## src/rtl/fsm_seq_detector.sv

```systemverilog
// ----------------------------------------------------------------------------
// fsm_seq_detector
//
// Serial pattern detector with a runtime-loadable PAT_W-bit pattern. A
// qualified bit stream is shifted into a window, and the window is compared
// against the pattern once PAT_W bits have been collected. Overlapping and
// non-overlapping detection are both supported. A match produces a registered
// one-cycle pulse, increments a counter and sets a sticky flag.
//
// Build option:
//   FSM_SEQ_SAT_EN  defined   -> match_cnt saturates at all-ones
//                   undefined -> match_cnt wraps modulo 2^CNT_W
//
// Ports:
//   clk        in   1      rising-edge clock
//   rst        in   1      asynchronous active-high reset
//   en         in   1      detector enable; 0 forces IDLE
//   load       in   1      capture pat_in into the pattern register
//   pat_in     in   PAT_W  pattern, MSB is the first bit expected
//   mode_ovl   in   1      1 = overlapping, 0 = non-overlapping detection
//   bit_in     in   1      serial data bit
//   bit_vld    in   1      bit_in qualifier
//   clr        in   1      synchronous clear of match_cnt and sticky
//   match      out  1      one-cycle pulse per detected match
//   match_cnt  out  CNT_W  matches since reset or clr
//   sticky     out  1      set on first match, held until clr or rst
//   state      out  2      IDLE=00, ARM=01, RUN=10
// ----------------------------------------------------------------------------
module fsm_seq_detector #(
    parameter int unsigned PAT_W = 8,
    parameter int unsigned CNT_W = 8
) (
    input  logic             clk,
    input  logic             rst,
    input  logic             en,
    input  logic             load,
    input  logic [PAT_W-1:0] pat_in,
    input  logic             mode_ovl,
    input  logic             bit_in,
    input  logic             bit_vld,
    input  logic             clr,
    output logic             match,
    output logic [CNT_W-1:0] match_cnt,
    output logic             sticky,
    output logic [1:0]       state
);

    localparam int unsigned FillW = $clog2(PAT_W + 1);
    localparam logic [FillW-1:0] FillFull = FillW'(PAT_W);

    typedef enum logic [1:0] {
        StIdle = 2'b00,
        StArm  = 2'b01,
        StRun  = 2'b10
    } state_e;

    state_e             r_state;
    logic [PAT_W-1:0]   r_pat;
    logic [PAT_W-1:0]   r_sh;
    logic [FillW-1:0]   r_fill;
    logic               r_match;
    logic [CNT_W-1:0]   r_cnt;
    logic               r_sticky;

    logic [PAT_W-1:0]   w_sh_nxt;
    logic [FillW-1:0]   w_fill_nxt;
    logic               w_full_nxt;
    logic               w_hit;
    logic               w_take_hit;
    logic [CNT_W-1:0]   w_cnt_inc;

    always_comb begin
        w_sh_nxt   = {r_sh[PAT_W-2:0], bit_in};
        w_fill_nxt = (r_fill == FillFull) ? r_fill : r_fill + FillW'(1);
        w_full_nxt = (w_fill_nxt == FillFull);
        // The bit that completes the window is compared on the same edge.
        w_hit      = w_full_nxt && (w_sh_nxt == r_pat);
        // A compare only happens on an accepted bit while armed or running;
        // load drops the bit and en=0 overrides everything.
        w_take_hit = en && !load && bit_vld && w_hit &&
                     ((r_state == StArm) || (r_state == StRun));
`ifdef FSM_SEQ_SAT_EN
        w_cnt_inc  = (r_cnt == {CNT_W{1'b1}}) ? r_cnt : r_cnt + CNT_W'(1);
`else
        w_cnt_inc  = r_cnt + CNT_W'(1);
`endif
    end

    always_ff @(posedge clk or posedge rst) begin
        if (rst) begin
            r_state  <= StIdle;
            r_pat    <= '0;
            r_sh     <= '0;
            r_fill   <= '0;
            r_match  <= 1'b0;
            r_cnt    <= '0;
            r_sticky <= 1'b0;
        end else begin
            r_match <= 1'b0;

            // The pattern register follows load in every state, even when en
            // is dropping in the same cycle.
            if (load) begin
                r_pat <= pat_in;
            end

            // clr beats a coincident match for the counter and sticky flag.
            if (clr) begin
                r_cnt    <= '0;
                r_sticky <= 1'b0;
            end else if (w_take_hit) begin
                r_cnt    <= w_cnt_inc;
                r_sticky <= 1'b1;
            end

            if (!en) begin
                r_state <= StIdle;
                r_sh    <= '0;
                r_fill  <= '0;
            end else begin
                case (r_state)
                    StIdle: begin
                        r_state <= StArm;
                        r_sh    <= '0;
                        r_fill  <= '0;
                    end
                    StArm, StRun: begin
                        if (load) begin
                            r_state <= StArm;
                            r_sh    <= '0;
                            r_fill  <= '0;
                        end else if (bit_vld) begin
                            if (w_hit) begin
                                r_match <= 1'b1;
                                if (mode_ovl) begin
                                    r_state <= StRun;
                                    r_sh    <= w_sh_nxt;
                                    r_fill  <= w_fill_nxt;
                                end else begin
                                    // Non-overlapping: next match needs a fresh window.
                                    r_state <= StArm;
                                    r_sh    <= '0;
                                    r_fill  <= '0;
                                end
                            end else begin
                                r_state <= w_full_nxt ? StRun : StArm;
                                r_sh    <= w_sh_nxt;
                                r_fill  <= w_fill_nxt;
                            end
                        end
                    end
                    default: begin
                        r_state <= StIdle;
                        r_sh    <= '0;
                        r_fill  <= '0;
                    end
                endcase
            end
        end
    end

    assign match     = r_match;
    assign match_cnt = r_cnt;
    assign sticky    = r_sticky;
    assign state     = r_state;

endmodule

```

## config.mk

```make
export PLATFORM = sky130hd
export DESIGN_NAME = fsm_seq_detector
export DESIGN_NICKNAME = d
export VERILOG_FILES = /design/src/rtl/fsm_seq_detector.sv
export SDC_FILE = /design/constraint.sdc
export NUM_CORES = 1
export LEC_CHECK = 0
export CAP_MARGIN = 20
export CORE_AREA = 5 5 62 69
export CTS_BUF_LIST = sky130_fd_sc_hd__clkbuf_2
export DETAILED_ROUTE_END_ITERATION = 8
export DIE_AREA = 0 0 67 74
export MAX_ROUTING_LAYER = met4
export PLACE_DENSITY = 0.73
export SKIP_CTS_REPAIR_TIMING = 1
export SLEW_MARGIN = 10
export SYNTH_ARGS = -nofsm -noshare
export SYNTH_HDL_FRONTEND = slang
export SYNTH_SLANG_ARGS = --single-unit
```

## constraint.sdc

```tcl
create_clock -name clk -period 3.7 [get_ports clk]
set_input_delay 0.555 -clock clk [delete_from_list [all_inputs] [get_ports clk]]
set_output_delay 0.555 -clock clk [all_outputs]
set_load 0.01 [all_outputs]
```

### Yosys cells after proc, flatten, opt, wreduce, memory -nomap -nowiden

Cells that the tools add are included.

| storage, ports and cells | value |
|---|---|
| output and inout bits | 12 |
| bits in registers | 31 |
| ROM bits | 0 |
| memories kept | 0 |
| word-level logic and storage cells | 54 |
| bits of input ports | 16 |
| memory bits (writable) | 0 |
| latch bits | 0 |

| operators by class | value |
|---|---|
| add/sub/neg operators | 2 |
| eq/ne operators | 6 |
| multiply operators | 0 |
| magnitude comparators | 0 |
| bitwise logic cells | 0 |
| div/mod/pow operators | 0 |
| shift-type cells | 0 |
| reduce and logical (&&, ||, !) cells | 10 |
| mux-type cells | 29 |

Operators with widths:

| cell | count |
|---|---|
| $mux W7 | 6 |
| $mux W4 | 7 |
| $mux W8 | 2 |
| $mux W2 | 6 |
| $add A8 B1 Y8 const B | 1 |
| $eq A4 B4 Y1 const B | 2 |
| $eq A8 B8 Y1 | 1 |
| $mux W1 | 7 |
| $logic_and A1 B1 Y1 | 5 |
| $add A4 B1 Y4 const B | 1 |
| $ne A4 B4 Y1 const B | 1 |
| $pmux W2 S2 | 1 |
| $eq A2 B1 Y1 const B | 1 |
| $eq A2 B2 Y1 const B | 1 |
| $logic_not A2 Y1 | 1 |
| $reduce_bool A2 Y1 | 1 |
| $reduce_or A2 Y1 | 1 |
| $logic_not A1 Y1 | 1 |
| $logic_or A1 B1 Y1 | 1 |

### Depth between registers and ports, before layout

| depth | value |
|---|---|
| depth after elaboration | 9 |
| mapped depth | 9 |

### Worst setup path before layout

OpenSTA, ideal clock, no wires.

| timing path | value |
|---|---|
| kind | register -> register |
| start point | reg r_fill[0] |
| end point | reg r_cnt[6] (netlist: match_cnt[6]) |
| stages on the path, launching flop included | 9 |
| arrival | 2.047 ns |
| path buffers | 1 |
| required time | 3.572 ns |
| slack | 1.526 ns |
| cells stage by stage | dfrtp_1 -> inv_1 -> ha_1 -> nand2_1 -> or3_1 -> a211o_1 -> buf_6 -> nor4_2 -> mux2_1 |

| on the way | value |
|---|---|
| longest elaborated chain between the ends | 7 |

Ends and longest elaborated chain:

| what | RTL line | source |
|---|---|---|
| from (decl) | 60 | `logic [FillW-1:0] r_fill;` |
| from (signal assigned) | 138 | `r_fill <= w_fill_nxt;` |
| from (signal assigned) | 148 | `r_fill <= w_fill_nxt;` |
| $add A4 B1 Y4 or $eq A4 B4 Y1 (tied branches) | 74 | `w_fill_nxt = (r_fill == FillFull) ? r_fill : r_fill + FillW'(1);` |
| $mux W4 (*) | 74 |  |
| $eq A4 B4 Y1 (*) | 75 | `w_full_nxt = (w_fill_nxt == FillFull);` |
| $logic_and A1 B1 Y1 (*) | 77 | `w_hit = w_full_nxt && (w_sh_nxt == r_pat);` |
| $logic_and A1 B1 Y1 (*) (2 in series) | 80 | `w_take_hit = en && !load && bit_vld && w_hit &&` |
| $reduce_bool A2 Y1 (no line) (*) | - |  |
| to (signal assigned) | 112 | `r_cnt <= w_cnt_inc;` |
| to (decl) | 62 | `logic [CNT_W-1:0] r_cnt;` |

Every way passes the cells marked *; elsewhere a longest branch is shown, timed or not.
A chain may end at the register's enable or synchronous reset.

### Worst setup path after layout

| timing path | value |
|---|---|
| start point | reg r_fill[0] |
| end point | reg r_cnt[7] (netlist: match_cnt[7]) |

The elaborated chain is that of the path after synthesis.

==> results.txt <==
----------------------------------------------------
[Status]
  Run status ... complete, no violations

[STA]
  Max-slew violation count ... 0
  Setup Skew ... about 15 ps
  Accumulated negative setup slack ... 0 ps
  Post-layout min period ... about 2600 ps
  Unrepaired setup endpoints after global routing ... false
  Fmax ... 389 MHz
  Smallest setup slack after layout ... roughly 1100 ps
  Slew margin rel. ... between 40% and 50%
  Transition at the pin with the smallest max-transition slack ... around 760 ps
  Final hold viol count ... 0
  Number of setup violations in the final report ... 0
  Period utilisation layout ... 69.5%
  Worst Hold Margin ... 545 ps

[Die]
  Initial cell density of the core ... between 40% and 50%
  Floorplan die area ... about 5000 sq um
  Die height ... 74 um
  Number of top-level pins ... 28
  Die Wd ... between 60 and 70 um
  Placeable core region ... 3540 sq um
  Row count ... 23

[Placement]
  DP Worst Slack ... around 1100 ps
  Final HPWL DP ... approximately 2500 um
  Global placer's final weighted congestion ... ~0.78
  # placed instances ... between 200 and 250
  Total cell area at the placement stage ... around 2000 sq um
  Port Buffers ... 27

[Power]
  Clock power share ... ~27%
  Switching power ... about 0.16 mW
  Switching fraction of total power ... around a quarter
  Sequential fraction of design power ... 59.8%
  PnR Total Power ... between 0.6 and 0.7 mW
  Leak pwr ... roughly 0.82 nW
  Share of power burned in combinational logic ... approximately 13%
  Max VDD drop ... about 170 uV
  Total power per unit cell area ... just under 300 nW/um^2
  Internal power ... between 0.4 and 0.5 mW

[Synthesis]
  Count of mapped cells out of synthesis ... approximately 160
  Warnings from Yosys ... 0
  Number of distinct library cell variants in the gate-level netlist after synthesis ... 40
  Synthesized area per cell ... just over 10 sq um
  Fraction of synthesis flops using an asynchronous set or reset pin ... between 90% and 100%
  Number of nets in the synthesized netlist ... 183
  Primary FF master, synth ... sky130_fd_sc_hd__dfrtp_1
  Total of flip-flops plus latches after synthesis ... 31
  Number of enable-type register cells in the synthesized netlist ... 0
  Cell area after technology mapping ... ~1700 sq um
  Sequential cell area fraction in the yosys report ... 46.5%

[Drt]
  Per-cell routed wire length ... ~15 um
  First-pass DRT Iterations ... 4
  DR DRC count ... 0
  Via density per instance ... roughly 5.5
  Final WL ... 3520 um
  Initial DRC Count ... a little under 90
  Antenna-violating nets left ... 0
  Vias after detailed routing ... about 1.3k

[Setup path]
  Worst path top cell family by delay ... simple AND/OR/NAND/NOR gates
  Flop-to-flop setup slack ... 1130 ps
  Type of element capturing the critical path ... flip-flop
  Crit path arrival time ... 2850 ps
  Maximum net fanout on the critical path ... 24
  Capture point of the worst reg-to-reg path ... match_cnt[7]
  Type of the worst setup path ... reg2reg
  Total stage count of the critical path ... 7
  Reg2reg start ... r_fill[0]
  Critical Path Start ... r_fill[0]
  Largest incremental delay on the critical path ... about 560 ps
  Setup crit end ... match_cnt[7]
  Required arrival time at the worst endpoint ... 3980 ps
  Startpoint kind of the worst setup timing path ... flip-flop
  Buf+Inv Stages, Crit Path ... 1
  CP Cell Sequence ... inv_1, ha_1, nand2_1, or3_1, a211o_1, nor4_1, mux2_1
  Crit path max-delay cell type ... sky130_fd_sc_hd__a211o_1
  R2r worst-path depth ... 7

[Final layout]
  Area of the multi-input gates ... about 830 sq um
  # nets final ... 212
  Count of filler cells inserted in the layout ... roughly 320
  Area taken by flip-flops and latches ... between 700 and 800 sq um
  Share of post-route cells with drive strength above 1 ... about an eighth
  Antenna diode count ... 0
  Post-Layout Cell Count ... between 200 and 250
  Area growth syn-to-layout ... 21.4%
  Core occupancy in the finished layout ... a little under three fifths
  Area of all placed cells without fillers ... approximately 2000 sq um

[Clocking]
  Source-to-sink clock delay at the later pin of the worst-skew pair ... ~370 ps
  H-tree depth ... 2
  Clock transition time at the flip-flop clock pins of the worst setup and hold paths ... ~160 ps
  Number of clock sinks ... 31
  Clock tree from TritonCTS ... done
  Longest Clk Path Bufs ... 2
  Number of buffers created by CTS ... 5
  Root cell of the clock tree ... sky130_fd_sc_hd__clkbuf_2

[Global routing]
  First-pass GRT wire length ... ~5800 um
  Overall fraction of global-route tracks in use ... between 10% and 20%
  Vias in the first global route ... 1311
  Largest net degree at the start of global routing ... 32
  Antenna violations before repair ... 0
  GR Overflow Total ... 0

[Worst hold path]
  Type of the most critical hold path ... in2async

[Run]
  Max-cap viol count ... 0

----------------------------------------------------
[how the worst min path moves through the flow]
stage                   from           end  slack, ps  cells after the start
floorplan           r_pat[1]      r_pat[1]        500                      1
global placement      sticky        sticky        500                      2
detailed placement  r_pat[2]      r_pat[2]        520                      1
CTS                      rst     r_fill[2]        540                      3
global route             rst      state[0]        550                      3
finish                   rst  match_cnt[1]        540                      3
[cell usage after synthesis, drive strengths merged (4+ instances only)]
library cell	n	area [sq um]
nand2b	7	43.8
or4	4	30.0
o211ai	8	60.1
nand2	4	15.0
a21oi	17	85.1
nor4	4	43.8
o21ai	4	20.0
xor2	9	78.8
mux2	10	113
ha	5	62.6
nor2	9	33.8
inv	6	22.5
nand3	6	30.0
clkbuf	5	18.8
dfrtp	31	776
o31ai	4	30.0
[flip-flops by register name, summed over array words and instances, names as in the netlist]
signal     flops
r_fill         4
match          1
r_pat          8
r_sh           7
state          2
sticky         1
match_cnt      8
[tightest hold or removal path: stages]
cell and delay [ps]:
sky130_fd_sc_hd__clkdlybuf4s50_1 400, sky130_fd_sc_hd__inv_1 50, sky130_fd_sc_hd__buf_4 360
[power groups by stage]
| stage | sequential [mW] | clock [mW] | combinational [mW] |
|---|---|---|---|
| 2_1_floorplan | 0.366 | 0 | 0.0459 |
| 3_3_place_gp | 0.366 | 0 | 0.0764 |
| 3_5_place_dp | 0.367 | 0 | 0.0786 |
| 4_1_cts | 0.361 | 0.175 | 0.0789 |
| 5_1_grt | 0.362 | 0.190 | 0.0864 |
| 6_report | 0.360 | 0.165 | 0.0778 |
[layout by cell type (no fill, tap or decap), types with 5 or more instances in the layout]
cell	n
sky130_fd_sc_hd__a21oi_1	17
sky130_fd_sc_hd__clkbuf_2	7
sky130_fd_sc_hd__clkdlybuf4s50_1	27
sky130_fd_sc_hd__dfrtp_1	31
sky130_fd_sc_hd__ha_1	5
sky130_fd_sc_hd__inv_1	6
sky130_fd_sc_hd__mux2_2	8
sky130_fd_sc_hd__nand2b_1	7
sky130_fd_sc_hd__nand3_1	6
sky130_fd_sc_hd__nor2_1	9
sky130_fd_sc_hd__o211ai_1	8
sky130_fd_sc_hd__xor2_1	9
[cell families (layout without fill, tap and decap cells)]
| group | count (synthesis) | after routing | synth area share [%] |
|---|---|---|---|
| compound gates | 39 | 39 | 14.3 |
| xor+xnor | 10 | 10 | 5.25 |
| fa+ha+maj | 5 | 5 | 3.75 |
| buf+inv | 14 | 44 | 3.68 |
| flops | 31 | 31 | 46.5 |
| mux | 11 | 11 | 7.35 |
| simple gates | 52 | 52 | 19.1 |
[layer usage]
metal / track usage (%) / routed length, um
met1: 16.6 / 1480
met2: 28.8 / 1800
met3: 5.14 / 201
met4: 5.41 / 44
met5: - / 0
[layout make-up]
cell class,count,share of cell area [%]
Inverter,6,1.11
Clock buffer,7,1.73
Tap cell,50,3.09
Timing Repair Buffer,30,14.5
Clock inverter,1,0.247
Sequential cell,31,38.3
Multi-Input combinational cell,117,41.0
No activity file was read; power rests on OpenSTA's default activity.
